[src/rtl/bcd_time_count_p.sv]
// 24-hour BCD time-of-day counter with a programmable one-second prescaler,
// run/pause control, a validated synchronous time load, 12/24-hour display
// mapping with a PM flag, and one-cycle second / day-wrap / load-error strobes.
// All internal state is kept in 24-hour BCD; only the hour display is remapped.
module bcd_time_count_p #(
   parameter int TICK_DIV = 1,
   parameter int PRESC_W  = 32
) (
   input  logic       clk,
   input  logic       reset,
   input  logic       run,
   input  logic       mode_12h,
   input  logic       load,
   input  logic [7:0] ld_hr,
   input  logic [7:0] ld_min,
   input  logic [7:0] ld_sec,
   output logic [3:0] ms_hr,
   output logic [3:0] ls_hr,
   output logic [3:0] ms_min,
   output logic [3:0] ls_min,
   output logic [3:0] ms_sec,
   output logic [3:0] ls_sec,
   output logic       pm,
   output logic       sec_tick,
   output logic       day_wrap,
   output logic       load_err
);

   localparam logic [PRESC_W-1:0] PRESC_LAST = PRESC_W'(TICK_DIV - 1);

   // Time registers, 24-hour BCD digits.
   logic [3:0] hr_t, hr_u, min_t, min_u, sec_t, sec_u;
   logic [PRESC_W-1:0] presc;

   // Successor time and wrap flag.
   logic [3:0] n_hr_t, n_hr_u, n_min_t, n_min_u, n_sec_t, n_sec_u;
   logic       n_wrap;
   logic       terminal;
   logic       ld_ok;

   assign terminal = (presc == PRESC_LAST);

   // A load is accepted only if every digit is a legal time digit.
   assign ld_ok = (ld_hr[3:0]  <= 4'd9) && (ld_hr[7:4]  <= 4'd2) &&
                  !((ld_hr[7:4] == 4'd2) && (ld_hr[3:0] > 4'd3)) &&
                  (ld_min[3:0] <= 4'd9) && (ld_min[7:4] <= 4'd5) &&
                  (ld_sec[3:0] <= 4'd9) && (ld_sec[7:4] <= 4'd5);

   // Compute the time one second later, digit by digit with BCD carries.
   always_comb begin
      // NOTE: every signal assigned here gets a default first, so no path can infer a latch.
      n_sec_u = sec_u + 4'd1;
      n_sec_t = sec_t;
      n_min_u = min_u;
      n_min_t = min_t;
      n_hr_u  = hr_u;
      n_hr_t  = hr_t;
      n_wrap  = 1'b0;
      if (sec_u == 4'd9) begin
         n_sec_u = 4'd0;
         if (sec_t != 4'd5) begin
            n_sec_t = sec_t + 4'd1;
         end else begin
            n_sec_t = 4'd0;
            if (min_u != 4'd9) begin
               n_min_u = min_u + 4'd1;
            end else begin
               n_min_u = 4'd0;
               if (min_t != 4'd5) begin
                  n_min_t = min_t + 4'd1;
               end else begin
                  n_min_t = 4'd0;
                  if ((hr_t == 4'd2) && (hr_u == 4'd3)) begin
                     n_hr_t = 4'd0;
                     n_hr_u = 4'd0;
                     n_wrap = 1'b1;
                  end else if (hr_u == 4'd9) begin
                     n_hr_u = 4'd0;
                     n_hr_t = hr_t + 4'd1;
                  end else begin
                     n_hr_u = hr_u + 4'd1;
                  end
               end
            end
         end
      end
   end

   // Prescaler, time registers and strobes; load has priority over the advance.
   always_ff @(posedge clk or posedge reset) begin
      // NOTE: state registers use non-blocking assignments so every register sees pre-edge values.
      if (reset) begin
         hr_t     <= 4'd0;
         hr_u     <= 4'd0;
         min_t    <= 4'd0;
         min_u    <= 4'd0;
         sec_t    <= 4'd0;
         sec_u    <= 4'd0;
         presc    <= '0;
         sec_tick <= 1'b0;
         day_wrap <= 1'b0;
         load_err <= 1'b0;
      end else begin
         sec_tick <= 1'b0;
         day_wrap <= 1'b0;
         load_err <= 1'b0;
         if (load) begin
            if (ld_ok) begin
               hr_t  <= ld_hr[7:4];
               hr_u  <= ld_hr[3:0];
               min_t <= ld_min[7:4];
               min_u <= ld_min[3:0];
               sec_t <= ld_sec[7:4];
               sec_u <= ld_sec[3:0];
               presc <= '0;
            end else begin
               load_err <= 1'b1;
            end
         end else if (run) begin
            if (terminal) begin
               presc    <= '0;
               hr_t     <= n_hr_t;
               hr_u     <= n_hr_u;
               min_t    <= n_min_t;
               min_u    <= n_min_u;
               sec_t    <= n_sec_t;
               sec_u    <= n_sec_u;
               sec_tick <= 1'b1;
               day_wrap <= n_wrap;
            end else begin
               presc <= presc + PRESC_W'(1);
            end
         end
      end
   end

   // Display mapping: 24h passes through; 12h maps 00->12 and 13-23 -> 01-11 in BCD.
   always_comb begin
      ms_hr = hr_t;
      ls_hr = hr_u;
      if (mode_12h) begin
         if ((hr_t == 4'd0) && (hr_u == 4'd0)) begin
            ms_hr = 4'd1;
            ls_hr = 4'd2;
         end else if ((hr_t == 4'd1) && (hr_u >= 4'd3)) begin
            ms_hr = 4'd0;
            ls_hr = hr_u - 4'd2;
         end else if ((hr_t == 4'd2) && (hr_u <= 4'd1)) begin
            ms_hr = 4'd0;
            ls_hr = hr_u + 4'd8;
         end else if (hr_t == 4'd2) begin
            ms_hr = 4'd1;
            ls_hr = hr_u - 4'd2;
         end
      end
   end

   assign pm     = (hr_t == 4'd2) || ((hr_t == 4'd1) && (hr_u >= 4'd2));
   assign ms_min = min_t;
   assign ls_min = min_u;
   assign ms_sec = sec_t;
   assign ls_sec = sec_u;

endmodule
[config.mk]
export PLATFORM = sky130hd
export DESIGN_NAME = bcd_time_count_p
export DESIGN_NICKNAME = d
export VERILOG_FILES = /design/src/rtl/bcd_time_count_p.sv
export SDC_FILE = /design/constraint.sdc
export NUM_CORES = 1
export LEC_CHECK = 0
export ABC_CLOCK_PERIOD_IN_PS = 2100
export CAP_MARGIN = 20
export CORE_ASPECT_RATIO = 0.6
export CORE_MARGIN = 2
export CORE_UTILIZATION = 50
export DETAILED_ROUTE_END_ITERATION = 6
export GPL_TIMING_DRIVEN = 0
export MAX_ROUTING_LAYER = met4
export PLACE_DENSITY_LB_ADDON = 0.1
export SYNTH_ARGS = -nofsm -noshare
export SYNTH_HDL_FRONTEND = slang
export SYNTH_SLANG_ARGS = --single-unit
export TNS_END_PERCENT = 1
[constraint.sdc]
create_clock -name clk -period 2.1 [get_ports clk]
set_input_delay 0.21 -clock clk [delete_from_list [all_inputs] [get_ports clk]]
set_output_delay 0.21 -clock clk [all_outputs]
set_load 0.01 [all_outputs]
==> metrics.cfg <==
[sta]
period_minus_slack_ns = 2.31
rsz0062_at_grt = yes
setup_tns_ns = -1.66
fin_worst_skew_ns = 0.00878
fin_crit_sh = 1.10
slew_headroom = 0.527
layout_setup_ws_ns = -0.209
setup_violations = 22
tightest_slew_ns = 0.701
hold_viol = 0
slew_viol_final = 0
timing.hold.ws_ns = 0.230
fmax_mhz = 433

[finish]
final-seq-area_um2 = 1490
multiInputGateArea_um2 = 2600
drive_above_1_share = 0.229
fill_cells = 574
postLayoutCoreUtil = 0.712
area_growth_pct = 38.2
fin_nets = 605
n_antenna_cell = 0
fin_cells = 681

[global_route]
first_global_vias = 4078
grtUsageMet3 = 0.120
grt_usage = 0.331
use_met2 = 0.431
grt_max_degree = 39
grt_remaining_overflow = 0
use_met1 = 0.473
grt_first_pass_wirelength_mm = 21.7
top_usage_layer = met1
antenna_found_initial = 0

[yosys]
postSynthCellCount = 482
postSynthAreaPerCell_um2 = 8.39
yosysSeqAreaShare = 0.365
yosys_warnings = 0
ys.flop_type = dfrtp_1
synth-edff-count = 0
ys_seq_elements = 59
synth_top_area_share = 0.365
yosysUniqueCellTypes = 67
netlist_area_um2 = 4040
synth.area.top_cells = dfrtp_1 37%, a21oi_1 5.2%, o31ai_1 4.3%
synth_top_cell_by_area = dfrtp_1
async_flop_share = 1.00
synth_nets = 519

[setup_path]
crit_path_end_kind = primary output
cp.required_ns = 1.89
criticalPathCategory = reg -> out
path_cells = inv_2, ha_4, or3b_4, o21ai_4, buf_6, a22o_1, a21oi_2, a21oi_1, buf_2
cp-start-kind = flip-flop
worstPathMaxFanout = 4
critPathMaxStageDelay_ns = 0.39
reg2regPathDepth = 6
slowest_stage = dfrtp_1
r2r_slack_ns = -0.16
crit_arrival_ns = 2.10

[detailed_routing]
vias_per_cell = 6.62
wire_per_inst_um = 20.3
vias = 4505
drc = 0
drtPass1Iterations = 5
routed_wl_mm = 13.8
antenna_left = 0
drt_iter0_drc = 597

[cts]
tritoncts = yes
cts_num_sinks = 59
clk_latency_ns = 0.34
clockRootBuffer = clkbuf_16
cts.clk_slew.worst_paths_ns = 0.06
cts_buffer_depth = 2
hold_buffers = 0
cts-buffers-inserted = 9
htree_num_levels = 3

[place]
numPortBuffers = 56
dp.cells = 647
place_hpwl_mm = 9.39
place_congestion = 0.967

[die]
start_util = 0.515
fp-row-count = 25
dieHeight_um = 73.7
die_w_um = 120
coreArea_um2 = 7850
pin_count = 57
dieArea_um2 = 8850

[power_and_ir_drop]
power_density_nw_per_um2 = 700
p_leak_nw = 2.19
ir_drop_uv = 434

[run]
cap_violations = 0

[min_path]
min_path_type = in -> async

[status]
status = complete, but fails checks
violations = setup timing

## area by class of cell
type,instances,area share
Sequential cell,59,0.266
Multi-Input combinational cell,365,0.466
Clock inverter,3,0.0121
Clock buffer,13,0.0501
Buffer,32,0.0340
Tap cell,108,0.0242
Inverter,22,0.0152
Timing Repair Buffer,79,0.133
## cell usage in the layout, fill, tap and decap left out, drive strengths merged, types with 4 or more instances in the layout
master and instances:
o21ai 24, o22ai 6, nand4 22, nor4b 5
nor2 21, nand3 27, and4 5, dfrtp 59
or4 17, clkbuf 39, o31ai 23, clkdlybuf4s50 48
inv 22, a21oi 42, and3 10, or3 16
nor3 14, nand2 37, a22o 5, mux2i 6
ha 8, buf 33, a22oi 4, nor4 12
a31oi 6, a2bb2oi 4
## critical path: cells and delay by family, from the launching register on
| kind | cells | cell delay (ns) |
|---|---|---|
| AOI/OAI and AO/OA | 4 | 0.51 |
| buffers and inverters | 3 | 0.34 |
| and+or+nand+nor | 1 | 0.39 |
| DFF | 1 | 0.39 |
| adders and majority gates | 1 | 0.12 |
## cell usage after synthesis, drive strengths merged (3+ instances only)
cell and instances:
and3 10, nand3 27, o21ai 24, clkbuf 32
ha 8, inv 22, dfrtp 59, a22o 5
nor2 21, mux2i 6, a211oi 3, and4 5
nand2b 3, a2bb2oi 4, nand2 37, o22ai 6
nor4b 5, nor3 14, nand4 22, nor4 12
a31oi 6, or3 16, a22oi 4, or4 17
o2bb2ai 3, o31ai 23, a21oi 42, buf 3
## power breakdown
part           switching [mW]  internal (mW)  leakage, nW  total, mW
clock                   0.545           1.17        0.168       1.71
combinational           0.433          0.380         1.27      0.813
sequential              0.147           1.24        0.750       1.39
## layer usage
| layer | vias to the layer above | part of all wire | routed length (um) |
|---|---|---|---|
| li1 | 2041 | - | - |
| met1 | 2161 | 0.46 | 6340 |
| met2 | 280 | 0.41 | 5620 |
| met3 | 23 | 0.12 | 1720 |
| met4 | 0 | 0.010 | 144 |
| met5 | - | 0 | 0 |
## timing repair
action | CTS | global route
gates resized for setup | 77 | 45
pin swaps | 12 | 11
setup buffers | 20 | 2
hold endpoints to repair | 0 | 0
setup endpoints to repair | 63 | 60
## logic make-up (layout without fill, tap and decap cells)
family | Yosys count | after routing | share of synthesized area
buffers and inverters | 58 | 149 | 0.0619
adder cells (fa/ha/maj) | 8 | 8 | 0.0248
AND/OR/NAND/NOR | 204 | 204 | 0.292
flip-flops | 59 | 59 | 0.365
multiplexers | 8 | 8 | 0.0204
XOR/XNOR | 2 | 2 | 0.00433
AO/OA/AOI/OAI | 143 | 143 | 0.232
## path summary, 6_finish.rpt
check                          from        end
max                         hr_t[1]   ls_hr[3]
min                           reset    hr_t[3]
max reg2reg                presc[8]   day_wrap
min reg2reg                presc[0]   presc[0]
max in group asynchronous     reset  presc[16]
min in group clk           ld_hr[4]    hr_t[0]
## registers in the layout, indices dropped and copies added, names as in the netlist
register,cells
presc,32
hr_t,4
hr_u,4
ls_min,4
ls_sec,4
ms_min,4
ms_sec,4
day_wrap,1
load_err,1
sec_tick,1
## through the flow
step	cell area [um2]	power [mW]	worst slack, ns
2_1_floorplan	4040	1.73	-0.0568
3_3_place_gp	4740	1.98	-0.770
3_5_place_dp	4760	2.01	-0.797
4_1_cts	5450	3.84	-0.166
5_1_grt	5590	4.04	-0.288
6_report	5590	3.91	-0.209
Power figures use the tool's default switching activity.
